## src/rtl/instr_fetch.sv

```systemverilog
// Fetch stage: owns the PC, issues word requests to instruction memory and
// buffers returned words with their PCs for decode.
module instr_fetch #(
    parameter logic [31:0] RESET_PC   = 32'h0000_0000,
    parameter int          FIFO_DEPTH = 4
) (
    input  logic        clk,
    input  logic        rst,
    input  logic        redirect_i,
    input  logic [31:0] redirect_pc_i,
    output logic        imem_req_o,
    output logic [31:0] imem_addr_o,
    input  logic        imem_gnt_i,
    input  logic        imem_rvalid_i,
    input  logic [31:0] imem_rdata_i,
    output logic        instr_valid_o,
    output logic [31:0] instr_o,
    output logic [31:0] pc_o,
    input  logic        instr_ready_i
);
    localparam int AW = $clog2(FIFO_DEPTH);
    localparam int CW = AW + 1;
    localparam int SW = AW + 3;
    localparam logic [SW-1:0] DEPTH_S = SW'(FIFO_DEPTH);
    localparam logic [31:0]   NOP     = 32'h0000_0013;

    logic [31:0]   fetch_pc;
    logic [31:0]   resp_pc;
    logic [CW-1:0] outstanding;
    logic [CW-1:0] discard;
    logic [CW-1:0] count;
    logic [AW-1:0] rd_ptr;
    logic [AW-1:0] wr_ptr;
    logic [31:0]   fifo_pc    [FIFO_DEPTH];
    logic [31:0]   fifo_instr [FIFO_DEPTH];

    logic          pop;
    logic          gnt;
    logic          drop;
    logic          push;
    logic [SW-1:0] credit;
    logic [31:0]   target;
    logic [CW-1:0] gnt_c;
    logic [CW-1:0] push_c;
    logic [CW-1:0] pop_c;
    logic [CW-1:0] drop_c;
    logic [CW-1:0] rvalid_c;

    assign instr_valid_o = (count != '0);
    assign instr_o       = instr_valid_o ? fifo_instr[rd_ptr] : NOP;
    assign pc_o          = instr_valid_o ? fifo_pc[rd_ptr] : 32'h0;
    assign imem_addr_o   = fetch_pc;
    assign target        = {redirect_pc_i[31:2], 2'b00};

    assign pop  = instr_valid_o && instr_ready_i;
    assign gnt  = imem_req_o && imem_gnt_i;
    assign drop = imem_rvalid_i && (discard != '0);
    assign push = imem_rvalid_i && (discard == '0) && !redirect_i;

    assign gnt_c    = {{(CW-1){1'b0}}, gnt};
    assign push_c   = {{(CW-1){1'b0}}, push};
    assign pop_c    = {{(CW-1){1'b0}}, pop};
    assign drop_c   = {{(CW-1){1'b0}}, drop};
    assign rvalid_c = {{(CW-1){1'b0}}, imem_rvalid_i};

    // Every in-flight or buffered word holds a credit, so a kept response
    // always lands in a free entry.
    always_comb begin
        credit = {2'b00, outstanding} + {2'b00, discard} + {2'b00, count}
               - {{(SW-1){1'b0}}, pop};
        imem_req_o = !rst && !redirect_i && (credit < DEPTH_S);
    end

    always_ff @(posedge clk) begin
        if (rst) begin
            fetch_pc    <= RESET_PC;
            resp_pc     <= RESET_PC;
            outstanding <= '0;
            discard     <= '0;
            count       <= '0;
            rd_ptr      <= '0;
            wr_ptr      <= '0;
        end else if (redirect_i) begin
            fetch_pc    <= target;
            resp_pc     <= target;
            // A response in this cycle belongs to the old path either way.
            discard     <= discard + outstanding - rvalid_c;
            outstanding <= '0;
            count       <= '0;
            rd_ptr      <= '0;
            wr_ptr      <= '0;
        end else begin
            if (gnt) fetch_pc <= fetch_pc + 32'd4;
            if (push) begin
                resp_pc <= resp_pc + 32'd4;
                wr_ptr  <= wr_ptr + 1'b1;
            end
            if (pop) rd_ptr <= rd_ptr + 1'b1;
            outstanding <= outstanding + gnt_c - push_c;
            discard     <= discard - drop_c;
            count       <= count + push_c - pop_c;
        end
    end

    always_ff @(posedge clk) begin
        if (push) begin
            fifo_pc[wr_ptr]    <= resp_pc;
            fifo_instr[wr_ptr] <= imem_rdata_i;
        end
    end
endmodule

```

## config.mk

```make
export PLATFORM = sky130hd
export DESIGN_NAME = instr_fetch
export DESIGN_NICKNAME = d
export VERILOG_FILES = /design/src/rtl/instr_fetch.sv
export SDC_FILE = /design/constraint.sdc
export NUM_CORES = 1
export LEC_CHECK = 0
export ABC_AREA = 1
export ABC_CLOCK_PERIOD_IN_PS = 5600
export CORE_ASPECT_RATIO = 1.5
export CORE_UTILIZATION = 25
export DETAILED_ROUTE_END_ITERATION = 12
export PLACE_DENSITY = 0.52
export SYNTH_ARGS = -nofsm -noshare
export SYNTH_HDL_FRONTEND = slang
export SYNTH_SLANG_ARGS = --single-unit
```

## constraint.sdc

```tcl
create_clock -name clk -period 5.6 [get_ports clk]
set_input_delay 0.56 -clock clk [delete_from_list [all_inputs] [get_ports clk]]
set_output_delay 0.56 -clock clk [all_outputs]
set_load 0.02 [all_outputs]
```

==> results.cfg <==
[routing]
route.vias.total = 11454
ant_nets = 0
wirelength_um = 43200
drc_errors = 0
wl_met1_um = 17600
wl_met3_um = 2000
drt-pass1-iter-count = 5
routed.top_layer = met4
wl_per_cell_um = 17.1
route.met2.wl_um = 21800
vias_per_cell = 4.55
first_iter_violations = 564

[timing]
rsz0062_at_grt = no
clock.fmax_mhz = 226
timing.final.crit_share = 0.790
timing.hold.ws_ns = 0.431
setup_viol = 0
fin_crit_ns = 4.42
drv_slew = 0
hold_viol_final = 0
tightestPinTransition_ns = 1.02
fin_skew_ns = 0.0270
relSlewSlack = 0.321
fin_tns_setup_ns = 0
setup_ws_ns = 1.18

[die]
die_x_um = 202
core_region_area_um2 = 58900
dieArea_um2 = 60700
rows = 109
die_h_um = 301
start_util = 0.253
io_pins = 168

[hold_path]
min_path_cells = 4
hp-class = primary input to flop
hold_start = rst

[setup_path]
required_ns = 5.04
worstReg2RegStart = count[1]$_SDFF_PP0_
start_kind = flop
rr_worst_depth = 19
startpoint = count[1]$_SDFF_PP0_
path_max_fanout = 5
arrival_ns = 3.86
path_class = flop to output pin
critPathCaptureType = output pin

[cells_and_area]
multi_input_area_um2 = 5290
seq_area_um2 = 8950
fill_cells = 6093
fin_util = 0.314
fin_nets = 1814
area_growth_pct = 23.9
drive_gt1_frac = 0.0775

[place]
numPortBuffers = 161
dp_slack_ns = 1.28
gp_congestion = 0.865
dp_hpwl_um = 28000

[global_route]
grt_pass1_vias = 11239
antenna_found_initial = 1
grt_use_total = 0.141
grt_max_degree = 69
grt_first_pass_wirelength_um = 65100
overflow = 0

[clock_tree]
post_cts_buffers = 0
cts_sinks = 323
holdBufCountCts = 0
numCtsBuffers = 35
root_buffer = clkbuf_16
clkSlewWorstSetupHoldPaths_ns = 0.06
insertion_delay_ns = 0.53
cts_resized = 0
clockBufferDepth = 3
htreeDepth = 2
cts_tree = built

[synthesis]
synth-seq-cells = 323
yosys_warnings = 0
synth.avg_cell_area_um2 = 9.48
netlist_area_um2 = 14900
synth_area_leaders = edfxtp_1 (50%), dfxtp_1 (10%), nor2_1 (8.2%), nand2_1 (6.5%), o21ai_0 (5.1%)
ys_seq_area_frac = 0.599
synth.largest_area_cell = edfxtp_1
synth_top_area_frac = 0.499
synth_cells = 1575
synth_cell_types = 45

[status]
status = completed

[power_and_ir_drop]
leakagePower_uw = 0.00643
power_density_nw_per_um2 = 309
finalPower_uw = 5710
ir_drop_mv = 0.181

[run]
drv_cap = 0
## cells in the final DEF, fill, tap and decap left out, drive strengths merged, types with 12 or more instances in the layout
cell	Yosys	routed
nor2	342	342
nand2	274	274
edfxtp	248	248
clkdlybuf4s50	0	159
o21ai	158	158
a21oi	106	106
inv	101	104
nand3	85	85
dfxtp	75	75
clkbuf	45	46
ha	21	21
buf	31	19
a31oi	13	13
nor3	12	12
nand4	12	12
## power by group
part,leakage [µW],total [µW],internal [µW],switching [µW]
sequential,0.00287,2740,2660,79.3
combinational,0.00302,726,279,447
clock,0.000539,2240,1280,956
## final timing paths
kind / end / slack (ns)
worst max-delay path: imem_req_o / 1.18
worst min-delay path: wr_ptr[0]$_SDFFE_PP0P_ / 0.43
worst max register to register: outstanding[2]$_SDFF_PP0_ / 1.54
worst min register to register: flop / 0.46
## cells by family after synthesis
family,Yosys count,share of synthesized area
simple gates,742,0.213
buf+inv,178,0.0492
compound gates,284,0.100
flops,323,0.599
fa+ha+maj,27,0.0256
xor+xnor,20,0.0117
other cells,1,0.000251
## state kept, by name, indices dropped and copies added, names as in the netlist, named ones only
| register | count |
|---|---|
| fifo_instr | 128 |
| fifo_pc | 120 |
| imem_addr_o | 30 |
| resp_pc | 30 |
| count | 3 |
| discard | 3 |
| outstanding | 3 |
| rd_ptr | 2 |
| wr_ptr | 2 |
## synthesized netlist by cell type (all sizes together)
master  number
ha          21
o21bai       2
xnor2       10
o211ai       1
nand3       85
and3         2
nor3        12
fa           6
xor2        10
o32ai        1
or2          4
conb         1
a31oi       13
buf         31
o21ai      158
a21oi      106
nor3b        1
dfxtp       75
nand2      274
edfxtp     248
nor4         1
inv        101
nand3b       9
o311ai       3
clkinv       1
clkbuf      45
nand4       12
nor2       342
## per-layer routing
metal | vias to the layer above | track usage
li1 | 5601 | -
met1 | 5451 | 0.161
met2 | 324 | 0.255
met3 | 78 | 0.0229
met4 | 0 | 0.0649
met5 | - | 0
## per-stage QoR
step / cell area (µm²) / instances
floorplan: 14900 / 1578
global placement: 17400 / 2457
detailed placement: 17400 / 2457
CTS: 18500 / 2519
global route: 18500 / 2520
finish: 18500 / 2520
## worst max-delay path, stage by stage, from the launching register on
cell	delay (ns)
dfxtp_1	0.49
nor3_4	0.08
inv_2	0.18
nand2_1	0.09
inv_1	0.13
ha_1	0.16
inv_1	0.04
fa_1	0.50
nand2_1	0.07
fa_1	0.53
nand2_4	0.07
nor2_4	0.18
nand3_4	0.12
inv_1	0.07
clkdlybuf4s50_1	0.62
## cell type report
type                            count  share of cell area
Clock buffer                       46              0.0525
Tap cell                          777              0.0526
Sequential cell                   323               0.484
Antenna cell                        1            0.000135
Clock inverter                     16             0.00724
Multi-Input combinational cell   1077               0.286
Timing Repair Buffer              178              0.0962
Inverter                          102              0.0208
(Power assumes the default switching activity.)
